File: config.mk
export PLATFORM = sky130hd
export DESIGN_NAME = activation_skew_feeder
export DESIGN_NICKNAME = d
export VERILOG_FILES = /design/src/rtl/activation_skew_feeder.sv
export SDC_FILE = /design/constraint.sdc
export NUM_CORES = 2
export LEC_CHECK = 0
export CAP_MARGIN = 15
export CORE_MARGIN = 3
export CORE_UTILIZATION = 40
export DETAILED_ROUTE_END_ITERATION = 10
export PLACE_DENSITY_LB_ADDON = 0.12
export SLEW_MARGIN = 20
export SYNTH_ARGS = -nofsm -noshare
export SYNTH_HDL_FRONTEND = slang
export SYNTH_SLANG_ARGS = --single-unit
File: constraint.sdc
create_clock -name clk -period 27.6 [get_ports clk]
set_input_delay 4.14 -clock clk [delete_from_list [all_inputs] [get_ports clk]]
set_output_delay 4.14 -clock clk [all_outputs]
set_load 0.01 [all_outputs]
File: src/rtl/activation_skew_feeder.sv
// Buffers X_SCALED activation rows in per-row FIFOs and streams them out with row r
// delayed by r cycles, forming the diagonal wavefront the systolic array consumes.
module activation_skew_feeder #(
    parameter int MUL_DATAWIDTH = 8,
    parameter int M             = 2,
    parameter int BETA          = 4,
    parameter int X_SCALED      = 4,
    parameter int FIFO_DEPTH    = 8,
    parameter int VEC_W         = MUL_DATAWIDTH * M * BETA
) (
    input  logic                             clk,
    input  logic                             rst,
    input  logic [X_SCALED-1:0][VEC_W-1:0]   act_fifo_data,
    input  logic [X_SCALED-1:0]              act_fifo_valid,
    input  logic                             stream_start,
    input  logic [7:0]                       stream_len,
    input  logic                             compute_stall,
    output logic [X_SCALED-1:0][VEC_W-1:0]   act_in,
    output logic [X_SCALED-1:0]              act_in_valid,
    output logic                             stream_done,
    output logic                             busy,
    output logic [X_SCALED-1:0]              fifo_full,
    output logic                             overflow_err,
    output logic                             len_err
);

    localparam int PW = $clog2(FIFO_DEPTH);
    localparam int CW = $clog2(FIFO_DEPTH + 1);
    localparam int DW = (X_SCALED > 1) ? $clog2(X_SCALED) : 1;

    typedef enum logic [1:0] {S_IDLE, S_WAIT, S_STREAM, S_DRAIN} state_e;

    state_e              state_q, state_d;
    logic [7:0]          rem_q, rem_d;
    logic [DW-1:0]       drain_q, drain_d;
    logic                done_q, done_d;
    logic                len_err_q, len_err_d;
    logic                overflow_err_q;

    logic [VEC_W-1:0]    mem_q    [X_SCALED][FIFO_DEPTH];
    logic [PW-1:0]       wr_ptr_q [X_SCALED];
    logic [PW-1:0]       rd_ptr_q [X_SCALED];
    logic [CW-1:0]       count_q  [X_SCALED];

    logic                pop;
    logic [X_SCALED-1:0] push;
    logic                ovf_hit;

    assign pop = (state_q == S_STREAM) && !compute_stall;

    // A full row still accepts a write in a cycle that also pops it.
    always_comb begin
        // NOTE: every combinational output gets a default first so no path leaves it unassigned (no latch).
        push    = '0;
        ovf_hit = 1'b0;
        for (int r = 0; r < X_SCALED; r++) begin
            if (act_fifo_valid[r]) begin
                if (count_q[r] != CW'(FIFO_DEPTH) || pop) push[r] = 1'b1;
                else                                      ovf_hit = 1'b1;
            end
        end
    end

    always_comb begin
        fifo_full = '0;
        for (int r = 0; r < X_SCALED; r++) fifo_full[r] = (count_q[r] == CW'(FIFO_DEPTH));
    end

    always_ff @(posedge clk or posedge rst) begin
        if (rst) begin
            for (int r = 0; r < X_SCALED; r++) begin
                wr_ptr_q[r] <= '0;
                rd_ptr_q[r] <= '0;
                count_q[r]  <= '0;
            end
            overflow_err_q <= 1'b0;
        end else begin
            // NOTE: sequential state is updated with non-blocking assignments only.
            for (int r = 0; r < X_SCALED; r++) begin
                if (push[r]) wr_ptr_q[r] <= wr_ptr_q[r] + 1'b1;
                if (pop)     rd_ptr_q[r] <= rd_ptr_q[r] + 1'b1;
                case ({push[r], pop})
                    2'b10:   count_q[r] <= count_q[r] + 1'b1;
                    2'b01:   count_q[r] <= count_q[r] - 1'b1;
                    default: ;
                endcase
            end
            if (ovf_hit) overflow_err_q <= 1'b1;
        end
    end

    // NOTE: FIFO storage is deliberately not reset; pointers and counts define what is valid.
    always_ff @(posedge clk) begin
        for (int r = 0; r < X_SCALED; r++) begin
            if (push[r]) mem_q[r][wr_ptr_q[r]] <= act_fifo_data[r];
        end
    end

    always_comb begin
        logic all_ready;
        state_d   = state_q;
        rem_d     = rem_q;
        drain_d   = drain_q;
        done_d    = 1'b0;
        len_err_d = len_err_q;
        all_ready = 1'b1;
        for (int r = 0; r < X_SCALED; r++) begin
            if (int'(count_q[r]) < int'(rem_q)) all_ready = 1'b0;
        end
        unique case (state_q)
            S_IDLE: begin
                if (stream_start) begin
                    if (stream_len == 8'd0) begin
                        done_d = 1'b1;
                    end else if (int'(stream_len) > FIFO_DEPTH) begin
                        done_d    = 1'b1;
                        len_err_d = 1'b1;
                    end else begin
                        rem_d   = stream_len;
                        state_d = S_WAIT;
                    end
                end
            end
            S_WAIT: begin
                if (all_ready) state_d = S_STREAM;
            end
            S_STREAM: begin
                if (!compute_stall) begin
                    rem_d = rem_q - 8'd1;
                    if (rem_q == 8'd1) begin
                        state_d = S_DRAIN;
                        drain_d = DW'(X_SCALED - 1);
                        done_d  = (X_SCALED == 1);
                    end
                end
            end
            S_DRAIN: begin
                // drain_q counts the cycles until the last row's final vector is presented.
                if (!compute_stall) begin
                    if (drain_q == '0) begin
                        state_d = S_IDLE;
                    end else begin
                        drain_d = drain_q - 1'b1;
                        done_d  = (drain_q == DW'(1));
                    end
                end
            end
            default: state_d = S_IDLE;
        endcase
    end

    always_ff @(posedge clk or posedge rst) begin
        if (rst) begin
            state_q   <= S_IDLE;
            rem_q     <= '0;
            drain_q   <= '0;
            done_q    <= 1'b0;
            len_err_q <= 1'b0;
        end else begin
            state_q   <= state_d;
            rem_q     <= rem_d;
            drain_q   <= drain_d;
            done_q    <= done_d;
            len_err_q <= len_err_d;
        end
    end

    // Row r: one output register plus r skew stages; empty slots carry zero data.
    for (genvar r = 0; r < X_SCALED; r++) begin : g_row
        logic [VEC_W-1:0] sd_q [r+1];
        logic [r:0]       sv_q;

        always_ff @(posedge clk or posedge rst) begin
            if (rst) begin
                for (int s = 0; s <= r; s++) sd_q[s] <= '0;
                sv_q <= '0;
            end else if (!compute_stall) begin
                sd_q[0] <= pop ? mem_q[r][rd_ptr_q[r]] : '0;
                sv_q[0] <= pop;
                for (int s = 1; s <= r; s++) begin
                    sd_q[s] <= sd_q[s-1];
                    sv_q[s] <= sv_q[s-1];
                end
            end
        end

        assign act_in[r]       = sd_q[r];
        assign act_in_valid[r] = sv_q[r];
    end

    assign stream_done  = done_q;
    assign busy         = (state_q != S_IDLE);
    assign overflow_err = overflow_err_q;
    assign len_err      = len_err_q;

endmodule

==> reports/metrics.csv <==
metric,value,unit
cts_made_buffers,312,
ys_seq_elements,2747,
fin_ws,20120,ps
synth.distinct_cells,61,
grt_pass1_wl,343000,um
slowest_stage,nor3_2,
die_w,517,um
crit_type,input pin to flip-flop,
cts_root_buf,clkbuf_16,
syn_area_per_cell,20.2,um^2
met3WireLength,12100,um
drt_iter0_markers,3046,
dr.pass1.iters,5,
die_area,267000,um^2
drv_slew,0,
synth-edff-count,2048,
yosys-top-cells-count,"2048 x edfxtp_1, 699 x dfrtp_1, 512 x mux4_2",
drive_above_1_share,0.251,
slew_headroom,0.272,
clkPwrFrac,0.404,
synth_ff_type,edfxtp_1,
pre_cts_ws,18930,ps
power_density,79.6,nW/um^2
drcViolationCount,0,
grt_max_degree,147,
place_congestion,0.728,
wl_per_cell,24.6,um
peakVddDrop,0.0000570,V
swShare,0.226,
core-area,258000,um^2
final_antenna_net_count,0,
cp_data_required_time,28070,ps
p_seq_frac,0.518,
yosysSeqAreaShare,0.758,
final_nets,5984,
status,"finished, final reports clean",
leakage,42.2,nW
cp.arrival,7950,ps
dieHeight,517,um
routed.top_layer,met5,
timing.final.crit_share,0.271,
synth_fp_nets,5480,
io_pins,540,
clk_pin_slew,60,ps
clockBufferDepth,4,
synth_top_area_frac,0.590,
fin_skew,72.0,ps
post_drt_via_cell_ratio,5.18,
cts_hold_buf,0,
hold_viol,0,
track_usage,0.171,
globalRoute.totalOverflow,0,
cp_cell_sequence,buf_8 > nand2b_4 > buf_12 > a21boi_1 > nand2b_1 > nor3_2 > buf_4,
syn_inst,5168,
drt-total-wl,229000,um
grt_setup_unrepaired,no,
max_stage_delay,830,ps
combPwrFrac,0.078,
cp-end-kind,flip-flop,
min_path_type,flip-flop to flip-flop,
grt_pass1_vias,50705,
cts-resized-gates,0,
clock.fmax,134,MHz
io_buffers,539,
dp_hpwl,131000,um
htreeDepth,5,
finalSetupViolations,0,
synth_warnings,0,
synth.most_common_cell,edfxtp_1,
route.met2.wl,110000,um
vias,48227,
synth_async_sr_flop_share,0.254,
cts_tree,built,
wl_met1,101000,um
intPower,7.54,mW
insertion_delay,930,ps
syn_area,104000,um^2
tns,0,ps
worstPathMaxFanout,82,
start_util,0.404,
antenna_found_initial,70,
min_period,7480,ps
cap_violations,0,
row_count,186,
cp-start-kind,input pin,
synth_top_cells_by_area,"edfxtp_1 59%, dfrtp_1 17%, mux4_2 11%",
p_sw,2.21,mW
worstMarginPinSlew,1090,ps
yosysTopAreaCell,edfxtp_1,
post_cts_buffers,0,
cts.sinks,2747,
area_growth,17.4,%
==> power by group through the flow <==
stage          Combinational (mW)  Clock (mW)  Sequential (mW)
5_1_grt                     0.837        4.23             5.09
4_1_cts                     0.792        4.06             5.06
6_report                    0.763        3.93             5.05
3_5_place_dp                0.790           0             5.14
2_1_floorplan               0.417           0             5.15
3_3_place_gp                0.777           0             5.12
==> critical path: cells and delay by family <==
family / cells / cell delay [ps]
buffers and inverters: 3 / 1420
AND/OR/NAND/NOR: 3 / 1700
AO/OA/AOI/OAI: 1 / 500
==> worst paths after layout <==
kind	cells after the start	start	slack (ps)	end
min in group asynchronous	2	rst	3660	act_in[117]
min reg2reg	1	g_row[2].sd_q[116]	460	act_in[180]
max in group asynchronous	5	rst	20820	act_in[231]
min	1	g_row[2].sd_q[116]	460	act_in[180]
max reg2reg	8	state_q[0]	22400	mem_q[1][455]
max	7	compute_stall	20120	mem_q[1][455]
==> sequential cells by signal, summed over array words and instances, names as in the netlist <==
signal        count
mem_q          2048
g_row.sd_q      448
act_in          192
count_q          16
rd_ptr_q         12
wr_ptr_q         12
rem_q             8
g_row.sv_q        4
drain_q           2
state_q           2
len_err           1
overflow_err      1
stream_done       1
==> kinds of logic after synthesis <==
kind of cell	share of synthesized area
AOI/OAI and AO/OA	0.0166
xor gates and xnor gates	0.00235
adders and majority gates	0.00509
buffers and inverters	0.0244
DFF	0.758
muxes	0.178
and+or+nand+nor	0.0160
==> layout by cell type (no fill, tap or decap), types with 4 or more instances in the layout <==
cell,count
ha_1,36
o21ai_0,264
clkinvlp_4,7
nand2_1,304
nand2b_1,11
clkbuf_1,97
nor3_2,8
clkinv_1,27
dfrtp_4,12
mux2i_1,262
a21o_1,4
clkbuf_8,41
dfrtp_1,687
nor2_4,22
clkdlybuf4s50_1,538
mux2_2,390
xnor2_1,17
inv_6,12
or2_1,4
buf_4,77
nand3b_1,5
nor3_1,7
inv_1,23
xor2_1,11
buf_12,6
clkinv_2,33
diode_2,19
clkbuf_16,321
fa_1,4
edfxtp_1,2048
nor2_1,20
bufinv_16,12
mux4_2,512
a21oi_1,21
==> per-stage QoR <==
stage / total power, mW / cell area, um^2 / util / hold WS, ps / instances
5_1_grt: 10.2 / 122000 / 0.474 / 492 / 9295
3_3_place_gp: 5.90 / 112000 / 0.436 / 461 / 8738
6_report: 9.75 / 122000 / 0.474 / 459 / 9312
2_1_floorplan: 5.56 / 104000 / - / 449 / 5168
3_5_place_dp: 5.93 / 113000 / 0.436 / 462 / 8739
4_1_cts: 9.91 / 122000 / 0.474 / 460 / 9290
==> routing by layer <==
layer / vias to the layer above / global-route usage
li1: 21241 / -
met3: 429 / 0.0382
met1: 25534 / 0.239
met5: - / 0
met4: 52 / 0.0469
met2: 971 / 0.273
==> cell type report <==
| type | instances | area [um^2] |
|---|---|---|
| diodes | 19 | 47.5 |
| repair buffers | 629 | 6230 |
| inverters | 26 | 105 |
| well taps | 3384 | 4230 |
| fillers | 21523 | 136000 |
| flip-flops and latches | 2747 | 79000 |
| multi-input cells | 1956 | 23000 |
| clock inverters | 92 | 803 |
| clock buffers | 459 | 8960 |
Power figures use the tool's default switching activity.
